`src/rtl/cdb_bus_arbiter_if.sv`:
```
// Interface between the snooping cores and the CDB arbiter.
// The master modport is the arbiter's view. The slave modport is the cores' and memory's view.
interface cdb_bus_arbiter_if #(
  parameter int N_CORES = 4,
  parameter int REQ_W   = 22
);
  logic [N_CORES-1:0]       req_valid;
  logic [N_CORES*REQ_W-1:0] req_data;
  logic                     abortMem;
  logic                     dataWB;
  logic [N_CORES-1:0]       grant;
  logic [N_CORES-1:0]       done;
  logic [REQ_W-1:0]         CDB;
  logic                     cdb_valid;
  logic                     bus_busy;
  logic                     wb_timeout;

  modport master (
    input  req_valid, req_data, abortMem, dataWB,
    output grant, done, CDB, cdb_valid, bus_busy, wb_timeout
  );

  modport slave (
    output req_valid, req_data, abortMem, dataWB,
    input  grant, done, CDB, cdb_valid, bus_busy, wb_timeout
  );
endinterface

```
`src/rtl/cdb_bus_arbiter.sv`:
```
// Round-robin arbiter and transaction sequencer for the shared Common Data Bus.
// It grants one core, broadcasts that core's request, and runs the snoop/write-back window.
//
// state     | meaning
// ----------+---------------------------------------------------------
// IDLE      | bus free; arbitrate req_valid starting from rr_ptr
// BROADCAST | request word on CDB; grant and cdb_valid pulses end here
// SNOOP     | snoop window open; abortMem diverts to WRITEBACK
// WRITEBACK | dirty owner writing back; bounded by WB_TIMEOUT
// DONE      | pulse done to the owner; clear the bus; advance rr_ptr
module cdb_bus_arbiter #(
  parameter int N_CORES      = 4,
  parameter int REQ_W        = 22,
  parameter int SNOOP_CYCLES = 1,
  parameter int WB_TIMEOUT   = 15
) (
  input  logic               Clock,
  input  logic               Resetn,
  cdb_bus_arbiter_if.master  bus
);

  localparam int PTR_W   = (N_CORES > 1) ? $clog2(N_CORES) : 1;
  localparam int CNT_MAX = (WB_TIMEOUT > SNOOP_CYCLES) ? WB_TIMEOUT : SNOOP_CYCLES;
  localparam int CNT_W   = (CNT_MAX > 1) ? $clog2(CNT_MAX) : 1;

  typedef enum logic [2:0] {IDLE, BROADCAST, SNOOP, WRITEBACK, DONE} state_t;

  state_t             state, state_nxt;
  logic [PTR_W-1:0]   rr_ptr, rr_ptr_nxt;
  logic [PTR_W-1:0]   owner, owner_nxt;
  logic [CNT_W-1:0]   cnt, cnt_nxt;
  logic               timed_out, timed_out_nxt;
  logic [N_CORES-1:0] grant_q, grant_nxt;
  logic [N_CORES-1:0] done_q, done_nxt;
  logic [REQ_W-1:0]   cdb_q, cdb_nxt;
  logic               cdb_valid_q, cdb_valid_nxt;
  logic               busy_q, busy_nxt;
  logic               wb_to_q, wb_to_nxt;

  logic               found;
  logic [PTR_W-1:0]   winner;
  logic [PTR_W:0]     cand;

  // The rotating search starts at rr_ptr. The first requester found wins.
  always_comb begin
    found  = 1'b0;
    winner = '0;
    cand   = '0;
    for (int i = 0; i < N_CORES; i++) begin
      cand = {1'b0, rr_ptr} + (PTR_W+1)'(i);
      if (cand >= (PTR_W+1)'(N_CORES)) cand = cand - (PTR_W+1)'(N_CORES);
      if (!found && bus.req_valid[cand[PTR_W-1:0]]) begin
        found  = 1'b1;
        winner = cand[PTR_W-1:0];
      end
    end
  end

  always_ff @(posedge Clock or negedge Resetn) begin
    if (!Resetn) begin
      state       <= IDLE;
      rr_ptr      <= '0;
      owner       <= '0;
      cnt         <= '0;
      timed_out   <= 1'b0;
      grant_q     <= '0;
      done_q      <= '0;
      cdb_q       <= '0;
      cdb_valid_q <= 1'b0;
      busy_q      <= 1'b0;
      wb_to_q     <= 1'b0;
    end else begin
      state       <= state_nxt;
      rr_ptr      <= rr_ptr_nxt;
      owner       <= owner_nxt;
      cnt         <= cnt_nxt;
      timed_out   <= timed_out_nxt;
      grant_q     <= grant_nxt;
      done_q      <= done_nxt;
      cdb_q       <= cdb_nxt;
      cdb_valid_q <= cdb_valid_nxt;
      busy_q      <= busy_nxt;
      wb_to_q     <= wb_to_nxt;
    end
  end

  always_comb begin
    state_nxt     = state;
    rr_ptr_nxt    = rr_ptr;
    owner_nxt     = owner;
    cnt_nxt       = cnt;
    timed_out_nxt = timed_out;
    grant_nxt     = '0;
    done_nxt      = '0;
    cdb_nxt       = cdb_q;
    cdb_valid_nxt = 1'b0;
    busy_nxt      = busy_q;
    wb_to_nxt     = 1'b0;
    case (state)
      IDLE: begin
        if (found) begin
          owner_nxt         = winner;
          grant_nxt[winner] = 1'b1;
          cdb_nxt           = bus.req_data[int'(winner)*REQ_W +: REQ_W];
          cdb_valid_nxt     = 1'b1;
          busy_nxt          = 1'b1;
          timed_out_nxt     = 1'b0;
          state_nxt         = BROADCAST;
        end
      end
      BROADCAST: begin
        cnt_nxt   = CNT_W'(SNOOP_CYCLES - 1);
        state_nxt = SNOOP;
      end
      SNOOP: begin
        if (bus.abortMem && bus.dataWB) begin
          state_nxt = DONE;
        end else if (bus.abortMem) begin
          cnt_nxt   = CNT_W'(WB_TIMEOUT - 1);
          state_nxt = WRITEBACK;
        end else if (cnt == '0) begin
          state_nxt = DONE;
        end else begin
          cnt_nxt = cnt - CNT_W'(1);
        end
      end
      WRITEBACK: begin
        if (bus.dataWB) begin
          state_nxt = DONE;
        end else if (cnt == '0) begin
          // The timeout is remembered so that wb_timeout pulses together with done.
          timed_out_nxt = 1'b1;
          state_nxt     = DONE;
        end else begin
          cnt_nxt = cnt - CNT_W'(1);
        end
      end
      DONE: begin
        done_nxt[owner] = 1'b1;
        wb_to_nxt       = timed_out;
        timed_out_nxt   = 1'b0;
        cdb_nxt         = '0;
        busy_nxt        = 1'b0;
        rr_ptr_nxt      = (owner == PTR_W'(N_CORES - 1)) ? '0 : owner + PTR_W'(1);
        state_nxt       = IDLE;
      end
      default: state_nxt = IDLE;
    endcase
  end

  assign bus.grant      = grant_q;
  assign bus.done       = done_q;
  assign bus.CDB        = cdb_q;
  assign bus.cdb_valid  = cdb_valid_q;
  assign bus.bus_busy   = busy_q;
  assign bus.wb_timeout = wb_to_q;

endmodule

```
`src/flat_wrapper.sv`:
```
// flat-port wrapper written by rule: the top's interface ports become plain ports
module cdb_bus_arbiter_flat 
#(
  parameter int N_CORES      = 4,
  parameter int REQ_W        = 22,
  parameter int SNOOP_CYCLES = 1,
  parameter int WB_TIMEOUT   = 15
)
  (Clock, Resetn, bus_req_valid, bus_req_data, bus_abortMem, bus_dataWB, bus_grant, bus_done, bus_CDB, bus_cdb_valid, bus_bus_busy, bus_wb_timeout);
  cdb_bus_arbiter_if #(.N_CORES(N_CORES), .REQ_W(REQ_W)) bus_i ();
  input  logic Clock;
  input  logic Resetn;
  input wire logic [$bits(bus_i.req_valid)-1:0] bus_req_valid;
  input wire logic [$bits(bus_i.req_data)-1:0] bus_req_data;
  input wire logic [$bits(bus_i.abortMem)-1:0] bus_abortMem;
  input wire logic [$bits(bus_i.dataWB)-1:0] bus_dataWB;
  output wire logic [$bits(bus_i.grant)-1:0] bus_grant;
  output wire logic [$bits(bus_i.done)-1:0] bus_done;
  output wire logic [$bits(bus_i.CDB)-1:0] bus_CDB;
  output wire logic [$bits(bus_i.cdb_valid)-1:0] bus_cdb_valid;
  output wire logic [$bits(bus_i.bus_busy)-1:0] bus_bus_busy;
  output wire logic [$bits(bus_i.wb_timeout)-1:0] bus_wb_timeout;
  assign bus_i.req_valid = bus_req_valid;
  assign bus_i.req_data = bus_req_data;
  assign bus_i.abortMem = bus_abortMem;
  assign bus_i.dataWB = bus_dataWB;
  assign bus_grant = bus_i.grant;
  assign bus_done = bus_i.done;
  assign bus_CDB = bus_i.CDB;
  assign bus_cdb_valid = bus_i.cdb_valid;
  assign bus_bus_busy = bus_i.bus_busy;
  assign bus_wb_timeout = bus_i.wb_timeout;
  cdb_bus_arbiter #(.N_CORES(N_CORES), .REQ_W(REQ_W), .SNOOP_CYCLES(SNOOP_CYCLES), .WB_TIMEOUT(WB_TIMEOUT)) u_core (.Clock(Clock), .Resetn(Resetn), .bus(bus_i));
endmodule
```
`config.mk`:
```
export PLATFORM = sky130hd
export DESIGN_NAME = cdb_bus_arbiter_flat
export DESIGN_NICKNAME = d
export VERILOG_FILES = /design/src/rtl/cdb_bus_arbiter_if.sv /design/src/rtl/cdb_bus_arbiter.sv /design/src/flat_wrapper.sv
export SDC_FILE = /design/constraint.sdc
export NUM_CORES = 1
export LEC_CHECK = 0
export ABC_AREA = 1
export BUFFER_PORTS_ARGS = -buffer_cell sky130_fd_sc_hd__buf_4
export CORE_MARGIN = 3
export CORE_UTILIZATION = 52
export CTS_BUF_LIST = sky130_fd_sc_hd__clkbuf_4 sky130_fd_sc_hd__clkbuf_8 sky130_fd_sc_hd__clkbuf_16
export DETAILED_ROUTE_END_ITERATION = 12
export PLACE_DENSITY = 0.92
export SYNTH_ARGS = -nofsm -noshare
export SYNTH_HDL_FRONTEND = slang
export SYNTH_SLANG_ARGS = --single-unit
```
`constraint.sdc`:
```
create_clock -name Clock -period 4.55 [get_ports Clock]
set_input_delay 0 -clock Clock [delete_from_list [all_inputs] [get_ports Clock]]
set_output_delay 0 -clock Clock [all_outputs]
set_load 0.1 [all_outputs]
```
Yosys cells after proc, flatten, opt, wreduce, memory -nomap -nowiden
Cells that the tools add are included.
{"block": "word_totals", "latch_bits": 0, "elab_cells": 111, "rom_bits": 0, "ramBits": 0, "out_inout_bits": 33, "in_bits": 96, "mem_count": 0, "regBits": 45}
{"block": "op_classes", "muxes": 50, "mul": 1, "n_bitwise": 0, "add_sub_neg": 9, "order_cmp": 12, "n_reduce_logical": 18, "div_mod_pow": 0, "eq_ne": 9, "shifts": 1}
{"operator": "$shiftx 88x32->22", "n": 1}
{"operator": "$pmux 22 s2", "n": 1}
{"operator": "$mux 4", "n": 7}
{"operator": "$mux 22", "n": 1}
{"operator": "$lt 2x3->1 const B", "n": 6}
{"operator": "$mux 2", "n": 9}
{"operator": "$mux 1", "n": 17}
{"operator": "$mux 3", "n": 5}
{"operator": "$pmux 3 s4", "n": 1}
{"operator": "$pmux 4 s3", "n": 1}
{"operator": "$ge 3x3->1 const B", "n": 3}
{"operator": "$bmux 1 s2", "n": 4}
{"operator": "$sub 2x1->2 const B", "n": 4}
{"operator": "$add 2x2->3 const B", "n": 2}
{"operator": "$eq 3x2->1 const B", "n": 2}
{"operator": "$logic_and 1x1->1", "n": 6}
{"operator": "$mul 2x4->6 const B", "n": 1}
{"operator": "$reduce_bool 3->1", "n": 2}
{"operator": "$demux 1 s2", "n": 2}
{"operator": "$ge 2x1->1 const B", "n": 2}
{"operator": "$logic_not 4->1", "n": 1}
{"operator": "$ne 2x1->1 const B", "n": 2}
{"operator": "$ne 2x2->1 const B", "n": 2}
{"operator": "$reduce_and 2->1", "n": 2}
{"operator": "other kinds (14)", "n": 16}

Logic depth before layout (Yosys ltp)
Gate-level depths: netlist (run 1).
{"block": "logic_depth", "depth_word": 20, "depth_mapped": 14, "depth_no_buf": 13}

Worst setup path after synthesis (run 1)
OpenSTA, ideal clock, no wires.
{"block": "synth_path", "path_kind": "register -> register", "startpoint": "register u_core.rr_ptr[0]", "endpoint": "register u_core.cdb_q[10], in the netlist u_core.bus.CDB[10]", "stages_incl_launch_ff": 15, "n_path_buf": 2, "t_arrival_ps": 1570, "synth_period_minus_slack_ps": 1690, "path_slack_ps": 2860, "setup_ps": 120, "required_time_ps": 4430, "path_cell_list": "dfrtp_1 buf_4 nand2_1 nand2_2 nand2_1 nand2_1 nor2_4 nand2_2 nor2_2 nor2_4 inv_2 buf_4 nand3_1 nand3_1 nand2_1"}
{"block": "synth_between", "elab_chain_len": 18, "word_cells_on_any_way": 43, "classes_between": "7 x add/sub; 1 x mul; 4 x order compare; 1 x eq/ne; 1 x shift; 22 x mux; 7 x reduce/logical"}
{"element": "from (decl)", "line_no": "cdb_bus_arbiter.sv:29", "text": "logic [PTR_W-1:0] rr_ptr, rr_ptr_nxt;"}
{"element": "from (signal assigned)", "line_no": "cdb_bus_arbiter.sv:74", "text": "rr_ptr <= rr_ptr_nxt;"}
{"element": "branches (longest 18 deep; another with $add 2x1->3)"}
{"element": "to (signal assigned)", "line_no": "cdb_bus_arbiter.sv:80", "text": "cdb_q <= cdb_nxt;"}
{"element": "to (decl)", "line_no": "cdb_bus_arbiter.sv:35", "text": "logic [REQ_W-1:0] cdb_q, cdb_nxt;"}
Several ways; the timed one is not identified. The select of a mux whose other input is x is not followed.
A chain may end at the register's enable or synchronous reset.

Worst setup path in the final report (run 1)
{"block": "layout_path", "startpoint": "register u_core.rr_ptr[0]", "endpoint": "register u_core.cdb_q[2], in the netlist u_core.bus.CDB[2]"}
The elaborated chain is that of the path after synthesis.

==> results of run 1 <==
repair_timing:
action | 4_1_cts | 5_1_grt
hold buffers | 1 | 0
hold endpoints to repair | 45 | 0
endpoints found under the setup margin | 0 | 0
state kept, by name (all words and copies together), names as in the netlist:
register	count
u_core.bus.cdb_valid	1
u_core.bus.CDB	22
u_core.bus.bus_busy	1
u_core.cnt	4
u_core.bus.done	4
u_core.rr_ptr	2
u_core.state	3
u_core.bus.wb_timeout	1
u_core.bus.grant	4
u_core.timed_out	1
u_core.owner	2
cell type report:
class / instances / area [um2]
clock buffers: 5 / 68.82
clock inverters: 2 / 35.03
fillers: 386 / 1336
inverters: 38 / 142.6
multi-input cells: 324 / 1535
flip-flops and latches: 45 / 1126
well taps: 70 / 87.58
repair buffers: 129 / 970.9
stage by stage:
step | hold WS [ps] | setup slack [ps] | area, um2
2_1_floorplan | -295.6 | 2860 | 2942
5_1_grt | 22.56 | 1315 | 3966
4_1_cts | 17.21 | 1684 | 3966
3_3_place_gp | 25.66 | 1920 | 3852
3_5_place_dp | 23.89 | 1716 | 3852
6_report | 10.61 | 1638 | 3966
per-layer routing:
layer | GRT usage [%] | wire [um]
met1 | 32.47 | 3403
met2 | 47.13 | 4538
met3 | 7.317 | 832
met4 | 10.98 | 323
met5 | 0 | 0
synthesized netlist by cell type, drive strengths merged:
cell type	n
a21boi	1
a21oi	4
a31oi	1
a32o	1
and2	1
buf	21
dfrtp	45
ha	5
inv	38
nand2	143
nand3	117
nand3b	1
nand4	1
nor2	28
nor3	4
o211ai	1
o21ai	14
o31ai	2
how the worst min path moves through the flow:
stage	from	end	slack (ps)
3_5_place_dp	Resetn	u_core.bus.CDB[10]$_DFFE_PN0P_	20
5_1_grt	bus_req_data[64]	u_core.bus.CDB[20]$_DFFE_PN0P_	20
2_1_floorplan	Resetn	u_core.bus.CDB[0]$_DFFE_PN0P_	-300
6_report	bus_req_data[56]	u_core.bus.CDB[12]$_DFFE_PN0P_	10
4_1_cts	bus_req_data[53]	u_core.bus.CDB[9]$_DFFE_PN0P_	20
3_3_place_gp	Resetn	u_core.bus.CDB[10]$_DFFE_PN0P_	30
worst reg2reg max path, cell delays in order (launching register included):
cell and delay (ps):
sky130_fd_sc_hd__dfrtp_1 590, sky130_fd_sc_hd__inv_2 160, sky130_fd_sc_hd__nand2_1 140, sky130_fd_sc_hd__nand3_1 130, sky130_fd_sc_hd__nand2_2 140, sky130_fd_sc_hd__a21oi_1 60, sky130_fd_sc_hd__nand2_2 630, sky130_fd_sc_hd__nand2_4 460
sky130_fd_sc_hd__nand2_1 200, sky130_fd_sc_hd__nand3_1 100, sky130_fd_sc_hd__nand3_1 130, sky130_fd_sc_hd__nand2_1 60
logic make-up (layout without fill, tap and decap cells):
kind of cell	count (synthesis)	after routing	share of synthesized area [%]
flip-flops	45	45	38.28
buffers and inverters	59	174	9.528
adder cells (fa/ha/maj)	5	5	2.127
AO/OA/AOI/OAI	24	24	5.019
AND/OR/NAND/NOR	295	295	45.04
==> report_table.html, run 1 <==
<table>
<tr><th>Metric</th><th>Value</th></tr>
<tr><th colspan="2">Status</th></tr>
<tr><td>Outcome</td><td>complete, no violations</td></tr>
<tr><th colspan="2">Synth</th></tr>
<tr><td>Mean cell area of the mapped netlist</td><td>6.873 um2</td></tr>
<tr><td>Post-Synthesis Cell Area</td><td>2942 um2</td></tr>
<tr><td>Synthesis Warnings</td><td>0</td></tr>
<tr><td>Gate count of the mapped netlist</td><td>428</td></tr>
<tr><td>Mapped Nets</td><td>529</td></tr>
<tr><td>Register area share after synthesis</td><td>38.28%</td></tr>
<tr><td>Number of synthesized register bits</td><td>45</td></tr>
<tr><td>Count of unique library cells instantiated by Yosys</td><td>28</td></tr>
<tr><td>Most area-consuming cells after synthesis</td><td>sky130_fd_sc_hd__dfrtp_1, sky130_fd_sc_hd__nand3_1, sky130_fd_sc_hd__nand2_1, sky130_fd_sc_hd__inv_1, sky130_fd_sc_hd__nor2_1</td></tr>
<tr><td>Dominant cell type by area after synthesis</td><td>sky130_fd_sc_hd__dfrtp_1</td></tr>
<tr><td>Share of Yosys cell area claimed by the top area cell type</td><td>38.28%</td></tr>
<tr><th colspan="2">Timing</th></tr>
<tr><td>Number of hold violations in the final report</td><td>0</td></tr>
<tr><td>Slew at the pin closest to its max-slew limit</td><td>860.8 ps</td></tr>
<tr><td>Worst clock skew</td><td>5.881 ps</td></tr>
<tr><td>Max-slew headroom at the worst pin</td><td>42.48%</td></tr>
<tr><td>Total of endpoints with negative setup slack in the final report</td><td>0</td></tr>
<tr><td>Post-layout min period</td><td>2912 ps</td></tr>
<tr><td>Setup TNS Final</td><td>0 ps</td></tr>
<tr><td>Number of max-slew violations in the final report</td><td>0</td></tr>
<tr><td>Share of the cycle needed by the critical path after routing</td><td>64.00%</td></tr>
<tr><td>Maximum clock rate</td><td>0.3434 GHz</td></tr>
<tr><td>RSZ-0062 raised after global routing</td><td>no</td></tr>
<tr><th colspan="2">Worst setup path</th></tr>
<tr><td>Master of the slowest instance on the critical path</td><td>sky130_fd_sc_hd__nand2_2</td></tr>
<tr><td>Beginning of the critical path</td><td>u_core.rr_ptr[0]$_DFFE_PN0N_</td></tr>
<tr><td>Worst-case register-to-register setup slack</td><td>1640 ps</td></tr>
<tr><td>Critical path type</td><td>flip-flop to flip-flop</td></tr>
<tr><td>Arr. time, crit path</td><td>3100 ps</td></tr>
<tr><td>Capturing instance or port of the critical path</td><td>u_core.bus.CDB[2]$_DFFE_PN0P_</td></tr>
<tr><td>Buffering stage count on the worst path with inverters included</td><td>1</td></tr>
<tr><td>Family with the most delay on the worst path</td><td>simple AND/OR/NAND/NOR gates</td></tr>
<tr><td>Crit path depth</td><td>11</td></tr>
<tr><td>Startpoint of the lowest-slack register-to-register path</td><td>u_core.rr_ptr[0]$_DFFE_PN0N_</td></tr>
<tr><td>Worst reg2reg path endpoint</td><td>u_core.bus.CDB[2]$_DFFE_PN0P_</td></tr>
<tr><td>Category of the worst setup path capture point</td><td>flip-flop</td></tr>
<tr><td>Cell-by-cell trace of the critical path</td><td>inv_2, nand2_1, nand3_1, nand2_2, a21oi_1, nand2_2, nand2_4, nand2_1, nand3_1, nand3_1, nand2_1</td></tr>
<tr><td>Maximum single-stage delay on the critical path</td><td>630 ps</td></tr>
<tr><td>Worst reg-to-reg path cell count</td><td>11</td></tr>
<tr><td>Required arrival time at the worst endpoint</td><td>4740 ps</td></tr>
<tr><td>Biggest fanout along the worst timing path</td><td>46</td></tr>
<tr><td>Critical Path Source Type</td><td>flip-flop</td></tr>
<tr><th colspan="2">Route</th></tr>
<tr><td>Number of DRC violations after detailed-routing iteration 0</td><td>392</td></tr>
<tr><td>Residual DRC count</td><td>0</td></tr>
<tr><td>Vias per inst</td><td>5.577</td></tr>
<tr><td>Via count</td><td>3419</td></tr>
<tr><td>Drt wl/cell</td><td>14.84 um</td></tr>
<tr><td>DRT Pass-1 Iters</td><td>5</td></tr>
<tr><td>Number of nets with antenna violations after routing</td><td>0</td></tr>
<tr><td>Total wire length after detailed routing</td><td>9097 um</td></tr>
<tr><th colspan="2">Cells and area</th></tr>
<tr><td>Commonest cells after routing, fill and taps aside</td><td>sky130_fd_sc_hd__nand2_1, sky130_fd_sc_hd__buf_4, sky130_fd_sc_hd__nand3_1</td></tr>
<tr><td>Layout area overhead</td><td>34.84%</td></tr>
<tr><td>Final antenna diode count</td><td>0</td></tr>
<tr><td>Number of nets in the layout</td><td>644</td></tr>
<tr><td>Utilization after layout</td><td>74.80%</td></tr>
<tr><td>Non-filler cells in the finished layout</td><td>613</td></tr>
<tr><td>Commonest non-fill, non-tap cell in the layout</td><td>sky130_fd_sc_hd__nand2_1</td></tr>
<tr><td>Fraction of layout cells with a size suffix above 1</td><td>28.55%</td></tr>
<tr><th colspan="2">Global route</th></tr>
<tr><td>Pin count of the biggest net entering global routing</td><td>47</td></tr>
<tr><td>First-pass GRT wire length</td><td>14120 um</td></tr>
<tr><td>Vias in the first global route</td><td>3107</td></tr>
<tr><td>Antenna violations before repair</td><td>0</td></tr>
<tr><td>Global router's overall resource usage</td><td>27.44%</td></tr>
<tr><td>Overflow after GRT</td><td>0</td></tr>
<tr><th colspan="2">Worst hold path</th></tr>
<tr><td>Min-Delay Path Class</td><td>input port to flip-flop</td></tr>
<tr><td>Hold-critical path depth</td><td>5</td></tr>
<tr><th colspan="2">Clock tree</th></tr>
<tr><td>Clock input transition at the sequential cells of the worst setup and hold paths</td><td>90 ps</td></tr>
<tr><td>Maximum root-to-sink buffer count</td><td>2</td></tr>
<tr><td>Root buf cell</td><td>sky130_fd_sc_hd__clkbuf_8</td></tr>
<tr><td>CTS tree</td><td>yes</td></tr>
<tr><td>Number of buffers inserted during clock tree synthesis</td><td>5</td></tr>
<tr><td>Number of H-tree levels</td><td>2</td></tr>
<tr><td>Post-cts gate resize count</td><td>0</td></tr>
<tr><td>Clock latency at the later pin of the worst-skew pair</td><td>300 ps</td></tr>
<tr><td>Clock sink count</td><td>45</td></tr>
<tr><td>Post-CTS repair timing setup buffer count</td><td>0</td></tr>
<tr><th colspan="2">Floorplan</th></tr>
<tr><td>Starting density of the core</td><td>55.47%</td></tr>
<tr><td>Std cell rows</td><td>26</td></tr>
<tr><td>Area of the die</td><td>6595 um2</td></tr>
<tr><td>Area of the core region</td><td>5303 um2</td></tr>
<tr><td>Width of the die</td><td>81.21 um</td></tr>
<tr><td>Die Y-Extent</td><td>81.21 um</td></tr>
<tr><td>Top-Level Pins</td><td>129</td></tr>
<tr><th colspan="2">Placed design</th></tr>
<tr><td>Number of cells in the design after placement</td><td>605</td></tr>
<tr><td>Final RePlAce weighted congestion</td><td>0.9197</td></tr>
<tr><td>Port buffer count</td><td>128</td></tr>
<tr><td>Half-perimeter wire length after placement</td><td>6681 um</td></tr>
<tr><th colspan="2">Flow run</th></tr>
<tr><td>Max capacitance violation total</td><td>0</td></tr>
</table>
Power of run 1 is not shown: default switching activity piles up to over one toggle a cycle in this logic, so the estimate is an artifact.
==> run 2: changes to the inputs <==
--- a/config.mk
+++ b/config.mk
@@ -8,10 +8,10 @@
 export ABC_AREA = 1
 export BUFFER_PORTS_ARGS = -buffer_cell sky130_fd_sc_hd__buf_4
 export CORE_MARGIN = 3
-export CORE_UTILIZATION = 52
+export CORE_UTILIZATION = 43
 export CTS_BUF_LIST = sky130_fd_sc_hd__clkbuf_4 sky130_fd_sc_hd__clkbuf_8 sky130_fd_sc_hd__clkbuf_16
 export DETAILED_ROUTE_END_ITERATION = 12
-export PLACE_DENSITY = 0.92
+export PLACE_DENSITY = 0.82
 export SYNTH_ARGS = -nofsm -noshare
 export SYNTH_HDL_FRONTEND = slang
 export SYNTH_SLANG_ARGS = --single-unit
==> constraint.sdc (replaced) <==
create_clock -name Clock -period 2.66 [get_ports Clock]
set_input_delay 0 -clock Clock [delete_from_list [all_inputs] [get_ports Clock]]
set_output_delay 0 -clock Clock [all_outputs]
set_load 0.1 [all_outputs]
==> run 2 against run 1 <==
Compared with the run above: critical path depth stayed put; worst hold slack better by 1.3 ps; largest cell class unchanged; via count is 4.9% lower; routed wire length fell by 2.8%; maximum frequency increased by 25%; setup slack got worse by 1300 ps.
==> report_table.html, run 2 (synthesis results as in run 1) <==
<table>
<tr><th>Metric</th><th>Value</th></tr>
<tr><th colspan="2">Route</th></tr>
<tr><td>Via count</td><td>3251 (was 3419)</td></tr>
<tr><td>Residual DRC count</td><td>0 (unchanged)</td></tr>
<tr><td>Number of DRC violations after detailed-routing iteration 0</td><td>251 (was 392)</td></tr>
<tr><td>Drt wl/cell</td><td>14.13 um (was 14.84 um)</td></tr>
<tr><td>Number of nets with antenna violations after routing</td><td>0 (unchanged)</td></tr>
<tr><td>Total wire length after detailed routing</td><td>8843 um (was 9097 um)</td></tr>
<tr><td>DRT Pass-1 Iters</td><td>5 (unchanged)</td></tr>
<tr><td>Vias per inst</td><td>5.193 (was 5.577)</td></tr>
<tr><th colspan="2">Clock tree</th></tr>
<tr><td>Number of buffers inserted during clock tree synthesis</td><td>5 (unchanged)</td></tr>
<tr><td>Clock sink count</td><td>45 (unchanged)</td></tr>
<tr><td>Root buf cell</td><td>sky130_fd_sc_hd__clkbuf_8 (unchanged)</td></tr>
<tr><td>Maximum root-to-sink buffer count</td><td>2 (unchanged)</td></tr>
<tr><td>Post-cts gate resize count</td><td>0 (unchanged)</td></tr>
<tr><td>Clock input transition at the sequential cells of the worst setup and hold paths</td><td>90 ps (about the same)</td></tr>
<tr><td>Number of H-tree levels</td><td>2 (unchanged)</td></tr>
<tr><td>CTS tree</td><td>yes (unchanged)</td></tr>
<tr><td>Post-CTS repair timing setup buffer count</td><td>0 (unchanged)</td></tr>
<tr><td>Clock latency at the later pin of the worst-skew pair</td><td>300 ps (about the same)</td></tr>
<tr><th colspan="2">Placed design</th></tr>
<tr><td>Half-perimeter wire length after placement</td><td>6540 um (was 6681 um)</td></tr>
<tr><td>Final RePlAce weighted congestion</td><td>0.8303 (was 0.9197)</td></tr>
<tr><td>Port buffer count</td><td>128 (unchanged)</td></tr>
<tr><th colspan="2">Cells and area</th></tr>
<tr><td>Final antenna diode count</td><td>0 (unchanged)</td></tr>
<tr><td>Commonest non-fill, non-tap cell in the layout</td><td>sky130_fd_sc_hd__nand2_1 (unchanged)</td></tr>
<tr><td>Number of nets in the layout</td><td>649 (was 644)</td></tr>
<tr><td>Fraction of layout cells with a size suffix above 1</td><td>29.33% (was 28.55%)</td></tr>
<tr><td>Commonest cells after routing, fill and taps aside</td><td>sky130_fd_sc_hd__nand2_1, sky130_fd_sc_hd__buf_4, sky130_fd_sc_hd__nand3_1 (unchanged)</td></tr>
<tr><td>Layout area overhead</td><td>36.96% (was 34.84%)</td></tr>
<tr><td>Number of flip-flops in the largest register</td><td>22 (unchanged)</td></tr>
<tr><td>Filler Cell Count</td><td>592 (was 386)</td></tr>
<tr><th colspan="2">Timing</th></tr>
<tr><td>Max-slew headroom at the worst pin</td><td>61.26% (was 42.48%)</td></tr>
<tr><td>Share of the cycle needed by the critical path after routing</td><td>87.30% (was 64.00%)</td></tr>
<tr><td>Post-layout min period</td><td>2322 ps (was 2912 ps)</td></tr>
<tr><td>RSZ-0062 raised after global routing</td><td>no (unchanged)</td></tr>
<tr><td>Number of hold violations in the final report</td><td>0 (unchanged)</td></tr>
<tr><td>Worst clock skew</td><td>4.613 ps (was 5.881 ps)</td></tr>
<tr><td>Slew at the pin closest to its max-slew limit</td><td>581.0 ps (was 860.8 ps)</td></tr>
<tr><td>Maximum clock rate</td><td>0.4306 GHz (was 0.3434 GHz)</td></tr>
<tr><td>Number of max-slew violations in the final report</td><td>0 (unchanged)</td></tr>
<tr><td>Total of endpoints with negative setup slack in the final report</td><td>0 (unchanged)</td></tr>
<tr><td>Setup TNS Final</td><td>0 ps (unchanged)</td></tr>
<tr><th colspan="2">Global route</th></tr>
<tr><td>Antenna violations before repair</td><td>0 (unchanged)</td></tr>
<tr><td>Pin count of the biggest net entering global routing</td><td>47 (unchanged)</td></tr>
<tr><td>Vias in the first global route</td><td>2992 (was 3107)</td></tr>
<tr><td>Global router's overall resource usage</td><td>21.55% (was 27.44%)</td></tr>
<tr><td>First-pass GRT wire length</td><td>13590 um (was 14120 um)</td></tr>
<tr><td>Overflow after GRT</td><td>0 (unchanged)</td></tr>
<tr><th colspan="2">Floorplan</th></tr>
<tr><td>Die Y-Extent</td><td>88.71 um (was 81.21 um)</td></tr>
<tr><td>Area of the die</td><td>7869 um2 (was 6595 um2)</td></tr>
<tr><td>Std cell rows</td><td>29 (was 26)</td></tr>
<tr><td>Top-Level Pins</td><td>129 (unchanged)</td></tr>
<tr><td>Area of the core region</td><td>6495 um2 (was 5303 um2)</td></tr>
<tr><td>Starting density of the core</td><td>45.29% (was 55.47%)</td></tr>
<tr><td>Width of the die</td><td>88.71 um (was 81.21 um)</td></tr>
<tr><th colspan="2">Worst setup path</th></tr>
<tr><td>Buffering stage count on the worst path with inverters included</td><td>1 (unchanged)</td></tr>
<tr><td>Critical Path Source Type</td><td>flip-flop (unchanged)</td></tr>
<tr><td>Startpoint of the lowest-slack register-to-register path</td><td>u_core.rr_ptr[0]$_DFFE_PN0N_ (unchanged)</td></tr>
<tr><td>Worst reg2reg path endpoint</td><td>u_core.bus.CDB[12]$_DFFE_PN0P_ (was u_core.bus.CDB[2]$_DFFE_PN0P_)</td></tr>
<tr><td>Master of the slowest instance on the critical path</td><td>sky130_fd_sc_hd__dfrtp_1 (was sky130_fd_sc_hd__nand2_2)</td></tr>
<tr><td>Worst reg-to-reg path cell count</td><td>11 (unchanged)</td></tr>
<tr><td>Required arrival time at the worst endpoint</td><td>2850 ps (was 4740 ps)</td></tr>
<tr><td>Maximum single-stage delay on the critical path</td><td>580 ps (was 630 ps)</td></tr>
<tr><td>Biggest fanout along the worst timing path</td><td>46 (unchanged)</td></tr>
<tr><td>Worst-case register-to-register setup slack</td><td>340 ps (was 1640 ps)</td></tr>
<tr><td>Critical path type</td><td>flip-flop to flip-flop (unchanged)</td></tr>
<tr><td>CP most frequent cell</td><td>sky130_fd_sc_hd__nand2_1</td></tr>
<tr><td>Category of the worst setup path capture point</td><td>flip-flop (unchanged)</td></tr>
<tr><td>Arr. time, crit path</td><td>2510 ps (was 3100 ps)</td></tr>
<tr><td>Family with the most delay on the worst path</td><td>simple AND/OR/NAND/NOR gates (unchanged)</td></tr>
<tr><td>Cell-by-cell trace of the critical path</td><td>inv_2, nand2_1, nand2_2, o21ai_2, nand3_2, nand2_4, nand2_4, nand2_1, nand3_1, nand3_1, nand2_1 (was inv_2, nand2_1, nand3_1, nand2_2, a21oi_1, nand2_2, nand2_4, nand2_1, nand3_1, nand3_1, nand2_1)</td></tr>
<tr><th colspan="2">Worst hold path</th></tr>
<tr><td>Hold path startpoint</td><td>bus_req_data[60] (was bus_req_data[56])</td></tr>
<tr><td>Min-Delay Path Class</td><td>input port to flip-flop (unchanged)</td></tr>
<tr><td>Destination of the worst hold path</td><td>u_core.bus.CDB[16]$_DFFE_PN0P_ (was u_core.bus.CDB[12]$_DFFE_PN0P_)</td></tr>
<tr><td>Hold-critical path depth</td><td>5 (unchanged)</td></tr>
<tr><th colspan="2">Flow run</th></tr>
<tr><td>Max capacitance violation total</td><td>0 (unchanged)</td></tr>
<tr><th colspan="2">Status</th></tr>
<tr><td>Outcome</td><td>complete, no violations (unchanged)</td></tr>
</table>
[run 2: worst reg2reg max path: stages, from the launching register on]
cell and delay (ps):
sky130_fd_sc_hd__dfrtp_1 580, sky130_fd_sc_hd__inv_2 150, sky130_fd_sc_hd__nand2_1 110, sky130_fd_sc_hd__nand2_2 80, sky130_fd_sc_hd__o21ai_2 230, sky130_fd_sc_hd__nand3_2 120
sky130_fd_sc_hd__nand2_4 220, sky130_fd_sc_hd__nand2_4 330, sky130_fd_sc_hd__nand2_1 160, sky130_fd_sc_hd__nand3_1 80, sky130_fd_sc_hd__nand3_1 100, sky130_fd_sc_hd__nand2_1 70
[run 2: timing repair]
| action | CTS | global route |
|---|---|---|
| hold buffers | 1 | 0 |
| endpoints found under the hold margin | 45 | 0 |
| setup endpoints to repair | 0 | 0 |
[run 2: metrics by stage]
step | instances | hold slack, ps | setup WS, ps | util [%] | area, um2
5_1_grt | 626 | 28.40 | 48.23 | 62.03 | 4029
3_5_place_dp | 617 | 35.39 | 339.9 | 60.03 | 3899
6_report | 626 | 11.87 | 337.7 | 62.03 | 4029
3_3_place_gp | 617 | 33.92 | 412.2 | 60.03 | 3899
4_1_cts | 626 | 12.34 | 316.2 | 62.03 | 4029
2_1_floorplan | 428 | -295.6 | 970.1 | - | 2942
[run 2: per-layer routing]
metal	vias to the layer above	wire, um	track usage, %
met5	-	0	0
met4	0	276	10.03
met3	24	660	4.376
met2	141	4225	33.67
met1	1457	3681	28.55
li1	1629	-	-
[run 2: layout make-up]
cell class | count | area, um2 | share of cell area [%]
Clock buffer | 6 | 82.58 | 2.050
Multi-Input combinational cell | 324 | 1535 | 38.11
Tap cell | 77 | 96.34 | 2.391
Clock inverter | 2 | 37.54 | 0.9317
Sequential cell | 45 | 1126 | 27.95
Timing Repair Buffer | 134 | 1008 | 25.03
Inverter | 38 | 142.6 | 3.540
[run 2: how the worst max path moves through the flow]
stage	start	to	slack, ps	cells after the start
floorplan	u_core.rr_ptr[0]$_DFFE_PN0N_	u_core.bus.CDB[10]$_DFFE_PN0P_	970	14
global placement	u_core.rr_ptr[0]$_DFFE_PN0N_	u_core.bus.CDB[3]$_DFFE_PN0P_	410	13
detailed placement	u_core.rr_ptr[0]$_DFFE_PN0N_	u_core.bus.CDB[3]$_DFFE_PN0P_	340	13
CTS	u_core.rr_ptr[0]$_DFFE_PN0N_	u_core.bus.CDB[3]$_DFFE_PN0P_	320	11
global route	u_core.rr_ptr[0]$_DFFE_PN0N_	u_core.bus.CDB[3]$_DFFE_PN0P_	50	13
finish	u_core.rr_ptr[0]$_DFFE_PN0N_	u_core.bus.CDB[12]$_DFFE_PN0P_	340	11
Power of run 2 is left out for the same reason.
